--- src/rtl/store_buffer.sv ---
// store_buffer: write buffer between the MEM stage and the byte-enabled
// data memory. Stores are queued in a circular FIFO and retired one per
// cycle whenever the memory port is not needed by a load. Loads whose word
// overlaps any pending store stall until that store has drained.
module store_buffer #(
  parameter int unsigned DEPTH = 4
) (
  input  logic        clk,
  input  logic        rst_n,
  input  logic        st_valid,
  input  logic [31:0] st_addr,
  input  logic [31:0] st_data,
  input  logic [2:0]  st_funct3,
  output logic        st_ready,
  output logic        st_err,
  input  logic        ld_valid,
  input  logic [31:0] ld_addr,
  output logic        ld_stall,
  output logic        sb_empty,
  output logic        mem_WE,
  output logic [31:0] mem_A,
  output logic [31:0] mem_WD,
  output logic [2:0]  mem_funct3
);

  localparam int unsigned AW = $clog2(DEPTH);
  localparam logic [AW:0] FULL = DEPTH[AW:0];

  logic [31:0]   ent_addr [DEPTH];
  logic [31:0]   ent_data [DEPTH];
  logic [2:0]    ent_f3   [DEPTH];

  logic [AW-1:0] head;
  logic [AW-1:0] tail;
  logic [AW:0]   count;

  logic          legal;
  logic          accept;
  logic          push;
  logic          pop;
  logic          hit;
  logic          load_go;
  logic [AW-1:0] off;

  // Alignment / width legality of the presented store
  always_comb begin
    legal = 1'b0;
    case (st_funct3)
      3'b000:  legal = 1'b1;
      3'b001:  legal = ~st_addr[0];
      3'b010:  legal = (st_addr[1:0] == 2'b00);
      default: legal = 1'b0;
    endcase
  end

  // Word-granular overlap of the load against every occupied entry
  always_comb begin
    hit = 1'b0;
    off = '0;
    for (int unsigned i = 0; i < DEPTH; i++) begin
      // entry i is occupied when its distance from head is below count
      off = AW'(i) - head;
      if (({1'b0, off} < count) && (ent_addr[i][31:2] == ld_addr[31:2]))
        hit = 1'b1;
    end
  end

  assign st_ready = (count < FULL);
  assign sb_empty = (count == '0);
  assign ld_stall = ld_valid & hit;
  assign load_go  = ld_valid & ~hit;
  assign accept   = st_valid & st_ready;
  assign push     = accept & legal;
  assign pop      = ~load_go & (count != '0);

  // Memory port arbitration: unstalled load first, then drain, else idle
  always_comb begin
    mem_WE     = 1'b0;
    mem_A      = ld_addr;
    mem_WD     = '0;
    mem_funct3 = 3'b010;
    if (!load_go && (count != '0)) begin
      mem_WE     = 1'b1;
      mem_A      = ent_addr[head];
      mem_WD     = ent_data[head];
      mem_funct3 = ent_f3[head];
    end
  end

  // Entry storage; deliberately not cleared by reset
  always_ff @(posedge clk) begin
    if (push) begin
      ent_addr[tail] <= st_addr;
      ent_data[tail] <= st_data;
      ent_f3[tail]   <= st_funct3;
    end
  end

  // Pointers, occupancy and the registered error pulse
  always_ff @(posedge clk or negedge rst_n) begin
    if (!rst_n) begin
      head   <= '0;
      tail   <= '0;
      count  <= '0;
      st_err <= 1'b0;
    end else begin
      st_err <= accept & ~legal;
      if (push) tail <= tail + 1'b1;
      if (pop)  head <= head + 1'b1;
      case ({push, pop})
        2'b10:   count <= count + 1'b1;
        2'b01:   count <= count - 1'b1;
        default: count <= count;
      endcase
    end
  end

endmodule

--- config.mk ---
export PLATFORM = sky130hd
export DESIGN_NAME = store_buffer
export DESIGN_NICKNAME = d
export VERILOG_FILES = /design/src/rtl/store_buffer.sv
export SDC_FILE = /design/constraint.sdc
export NUM_CORES = 1
export LEC_CHECK = 0
export CORE_ASPECT_RATIO = 0.5
export CORE_UTILIZATION = 45
export DETAILED_ROUTE_END_ITERATION = 7
export HOLD_SLACK_MARGIN = 0.15
export PLACE_DENSITY = 0.69
export SYNTH_ARGS = -nofsm -noshare
export SYNTH_HDL_FRONTEND = slang
export SYNTH_SLANG_ARGS = --single-unit
--- constraint.sdc ---
create_clock -name clk -period 9.2 [get_ports clk]
set_input_delay 1.38 -clock clk [delete_from_list [all_inputs] [get_ports clk]]
set_output_delay 1.38 -clock clk [all_outputs]
set_load 0.01 [all_outputs]
# --- After elaboration in Yosys (flattened, before gate mapping) ---
# Memories as Yosys holds them, arrays and structs flattened.
# Index checks and enable logic that the tools add are counted.
totals:
  mem_bits_rw: 268
  regBits: 8
  mem_count: 3
mem_list:
  columns: ["name", "depth", "word_bits", "rd", "rd_ports_with_merged_regs", "wr", "line", "source"]
  rows:
  - ["ent_addr", 4, 32, 5, 0, 1, "29", "logic [31:0] ent_addr [DEPTH];"]
  - ["ent_data", 4, 32, 1, 0, 1, "30", "logic [31:0] ent_data [DEPTH];"]
  - ["ent_f3", 4, 3, 1, 0, 1, "31", "logic [2:0] ent_f3 [DEPTH];"]
classes:
  eq_ne: 8
  n_reduce_logical: 11
  n_bitwise: 10
  n_mux: 12
  order_cmp: 5
  n_addsub: 8
ops:
  columns: ["operator", "n"]
  rows:
  - ["30-bit equality test", 4]
  - ["32-bit two-way mux", 2]
  - ["2-bit by 3-bit less-than comparator with 1-bit output", 4]
  - ["1-bit two-way mux", 7]
  - ["1-bit AND", 6]
  - ["3-bit zero test", 2]
  - ["3-bit case mux with 2 select lines", 1]
  - ["1-bit logical AND", 5]
  - ["2-bit by 1-bit adder with 2-bit output (second input constant)", 2]
  - ["1-bit NOT", 4]
  - ["1-bit by 2-bit subtractor with 2-bit output (first input constant)", 2]
  - ["2-bit subtractor (first input constant)", 2]
  - ["3-bit by 1-bit adder with 3-bit output (second input constant)", 1]
  - ["3-bit by 1-bit equality test with 1-bit output (second input constant)", 1]
  - ["3-bit by 2-bit equality test with 1-bit output (second input constant)", 1]
  - ["3-bit less-than comparator (second input constant)", 1]
  - ["3-bit two-way mux", 1]
  - ["1-bit case mux with 3 select lines", 1]
  - ["3-bit nonzero test", 1]
  - ["3-bit by 1-bit subtractor with 3-bit output (second input constant)", 1]
  - ["2-bit by 1-bit equality test with 1-bit output (second input constant)", 1]
  - ["2-bit equality test (second input constant)", 1]
  - ["2-bit zero test", 1]
  - ["2-bit nonzero test", 1]
  - ["1-bit zero test", 1]

# --- Depth between registers and ports, before layout ---
depth:
  depth_word: 13
  ltp_mapped: 18
  ltp_nobuf: 14

# --- Least setup slack after synthesis ---
# Ideal clock, no wire load.
synth_path:
  kind: "input-to-output"
  startpoint: "input port ld_addr[19]"
  endpoint: "output port mem_A[28]"
  t_arrival_ns: 3.308
  path_buffers: 2
  path_stages: 9
  setup_slack_ns: 4.512
  path_cell_list: "buf_2 xor2_1 nor4_1 nand4_1 a2111oi_2 nor4_2 a21oi_4 buf_4 mux2_2"
synth_between:
  elab_chain_cells: 11
  elab_cells_between_ends: 17
  classes_between: "eq/ne: 4; mux: 5; bitwise: 2; reduce/logical: 6"
synth_lines:
  columns: ["item", "line", "source"]
  rows:
  - ["start: declaration", "17", "input logic [31:0] ld_addr,"]
  - ["30-bit equality test", "63", "if (({1'b0, off} < count) && (ent_addr[i][31:2] == ld_addr[31:2]))"]
  - ["1-bit logical AND", "63", null]
  - ["1-bit two-way mux (3 in a row)", "63", null]
  - ["1-bit two-way mux *", "63", null]
  - ["1-bit NOT *", "71", "assign load_go = ld_valid & ~hit;"]
  - ["1-bit AND *", "71", null]
  - ["1-bit zero test *", "82", "if (!load_go && (count != '0)) begin"]
  - ["1-bit logical AND *", "82", null]
  - ["32-bit two-way mux *", "82", null]
  - ["end: declaration", "21", "output logic [31:0] mem_A,"]
# Every way passes the cells marked *; elsewhere a longest branch is shown, timed or not.

# --- Worst setup path in the final report ---
layout_path:
  startpoint: "input port ld_addr[26]"
  endpoint: "output port mem_A[18]"
# Same word-level chain as after synthesis.

==> results.py <==
metrics = {
    "critical_path": {
        "setup.worst_path.start_class": "input pin",
        "crit_arrival_ns": 5.45,
        "critPathLaunch": "ld_addr[26]",
        "crit_required_ns": 7.82,
        "r2r_setup_slack_ns": 4.48,
        "reg2reg_to": "count[2]$_DFFE_PN0P_",
        "path_class": "in -> out",
        "r2r_start": "head[1]$_DFFE_PN0P_",
        "endpoint_kind": "output pin",
        "reg2regPathDepth": 15,
        "crit_fanout": 30,
    },
    "drt": {
        "drt_iter0_drc": 401,
        "vias": 6562,
        "avgRoutedWirePerCell_um": 23.5,
        "first_pass_iters": 4,
        "ant_nets": 0,
        "wl_um": 28300,
        "viasPerCell": 5.44,
        "drc": 0,
    },
    "cells_and_area": {
        "diodes": 0,
        "post-route-util": 0.568,
        "drive_above_1_share": 0.166,
        "nNetsFinal": 951,
        "syn_to_final_growth_pct": 22.7,
    },
    "run": {
        "maxCapViolations": 0,
    },
    "synthesis": {
        "syn-cell-area_um2": 12300,
        "yosys_warnings": 0,
        "synth_cells": 682,
        "avgSynthCellArea_um2": 18.1,
        "synth.area.top_cells": "edfxtp_1 (65%), mux4_2 (12%), xor2_1 (8.1%)",
        "synth-edff-count": 268,
        "synth_top_area_cell": "edfxtp_1",
        "synth.distinct_cells": 36,
        "synth_seq_cells": 276,
        "seq_area_frac_synth": 0.669,
        "synthArstFlopShare": 0.0290,
        "synth_nets": 795,
        "netlist.area_leader.share": 0.653,
        "synthFlopType": "edfxtp_1",
    },
    "global_route": {
        "grt_start_max_net_pins": 51,
        "antenna_found_initial": 0,
        "grt_use_total": 0.204,
        "grt_first_pass_wirelength_um": 42400,
        "overflow": 0,
        "grt_pass1_vias": 6978,
    },
    "die": {
        "io_pins": 175,
        "dieArea_um2": 28100,
        "die-width_um": 236,
        "core-area_um2": 26600,
        "die_y_um": 119,
        "floorplan.initialDensity": 0.463,
        "num_rows": 42,
    },
    "placement": {
        "hpwlAfterDp_um": 18800,
        "port_buffers": 174,
        "place_congestion": 0.828,
    },
    "timing": {
        "hold_ws_ns": 0.520,
        "fin_tns_setup_ns": 0,
        "fmax_mhz": 146,
        "setup_viol": 0,
        "slew_headroom": 0.411,
        "finalMaxSlewViolations": 0,
        "worst_pin_slew_ns": 0.881,
        "skew_ns": 0.00973,
        "hold_viol": 0,
        "post-route-min-period_ns": 6.83,
        "rsz0062_at_grt": "no",
        "min_period_over_period": 0.742,
    },
    "cts": {
        "ctsHoldBuffers": 0,
        "cts-buffers-inserted": 26,
        "worstSkewPairLatency_ns": 0.54,
        "htree_num_levels": 1,
        "cts_buffer_depth": 3,
        "cts-root-buf": "clkbuf_16",
        "clock_sinks": 276,
        "cts.repair.resized": 0,
        "post-cts-setup-buffer-count": 0,
        "cts_tree": "built",
        "clkSlewWorstSetupHoldPaths_ns": 0.06,
    },
    "power": {
        "p_leak_uw": 0.00497,
        "power_uw": 3690,
        "power.density_nw_per_um2": 244,
        "ir_drop_v": 0.000165,
    },
    "min_path": {
        "hold_start": "count[1]$_DFFE_PN0P_",
        "hold_class": "reg -> reg",
        "min_to": "count[1]$_DFFE_PN0P_",
        "whs_path_depth": 2,
    },
    "run_status": {
        "outcome": "finished, final reports clean",
    },
}
[layout make-up]
| cell class | count | area (um2) |
|---|---|---|
| flip-flops and latches | 276 | 8260 |
| clock inverters | 12 | 125 |
| well taps | 352 | 440 |
| clock buffers | 32 | 673 |
| fillers | 2019 | 11500 |
| inverters | 11 | 41.3 |
| repair buffers | 182 | 1800 |
| multi-input cells | 341 | 3790 |
[power by group]
group	total [uW]	switching, uW	internal [uW]
logic	1110	480	628
registers	1550	103	1440
clock network	1030	457	576
total	3690	1040	2650
[metrics by stage]
stage               cell area [um2]  setup WS, ns  instances
floorplan                     12300          4.51        682
global placement              14300          2.45       1162
detailed placement            14300          2.31       1162
CTS                           15100          2.29       1206
global route                  15100          2.20       1206
finish                        15100          2.37       1206
[layout by cell type (no fill, tap or decap), types with 2 or more instances in the layout]
| cell type | n |
|---|---|
| a2111oi_2 | 2 |
| clkinv_2 | 3 |
| clkinv_1 | 5 |
| mux2_1 | 9 |
| and2_4 | 4 |
| nor4_1 | 24 |
| xor2_1 | 114 |
| edfxtp_1 | 268 |
| clkbuf_16 | 26 |
| clkdlybuf4s50_1 | 174 |
| dfrtp_4 | 2 |
| inv_1 | 10 |
| dfrtp_1 | 6 |
| xnor2_1 | 13 |
| nor2_1 | 2 |
| buf_4 | 8 |
| bufinv_16 | 2 |
| nor3_1 | 6 |
| and2_1 | 34 |
| o21ai_0 | 2 |
| a21oi_1 | 6 |
| ha_1 | 9 |
| nand2_1 | 3 |
| nand3_1 | 7 |
| clkbuf_1 | 6 |
| mux4_2 | 67 |
| nand4_1 | 5 |
| mux2_2 | 23 |
[state kept, by name (all words and copies together), names as in the netlist]
name and flops:
tail 2, head 2, ent_data 128, ent_addr 128
count 3, st_err 1, ent_f3 12
[critical path: stages]
cell	delay, ns
clkdlybuf4s50_1	0.61
xor2_1	0.17
nor4_1	0.48
nand4_1	0.18
a2111oi_1	0.35
nor4_2	0.15
a21oi_4	0.73
buf_4	0.49
mux2_2	0.39
clkdlybuf4s50_1	0.50
[cell usage after synthesis, drive strengths merged, types with 6 or more instances]
library cell / instances
xor2: 114
buf: 24
edfxtp: 268
nor4: 25
nor3: 6
and2: 38
nand3: 7
xnor2: 13
a21oi: 7
mux4: 67
clkbuf: 30
mux2: 32
ha: 9
dfrtp: 8
inv: 10
[metal layers]
metal  global-route usage  wire length (um)  up-vias  part of all wire
li1                     -                 -     2942                 -
met5                    0                 0        -                 0
met3               0.0394              1330       36             0.047
met1                0.275             12300     3416              0.44
met2                0.348             14200      168              0.50
met4               0.0417               489        0             0.017
[how the worst max path moves through the flow]
stage,endpoint,depth (start not counted),slack (ns)
final,mem_A[18],10,2.37
after global routing,mem_A[15],10,2.20
after detailed placement,mem_A[18],10,2.31
after CTS,mem_A[18],10,2.29
after global placement,mem_A[23],10,2.45
after floorplan,mem_A[28],9,4.51
[cell families after synthesis]
| logic type | Yosys count | synth area share |
|---|---|---|
| buf+inv | 65 | 0.0244 |
| fa+ha+maj | 10 | 0.0108 |
| xor+xnor | 127 | 0.0903 |
| mux | 99 | 0.152 |
| flops | 276 | 0.669 |
| compound gates | 15 | 0.00975 |
| simple gates | 90 | 0.0440 |
Power figures use the tool's default switching activity.
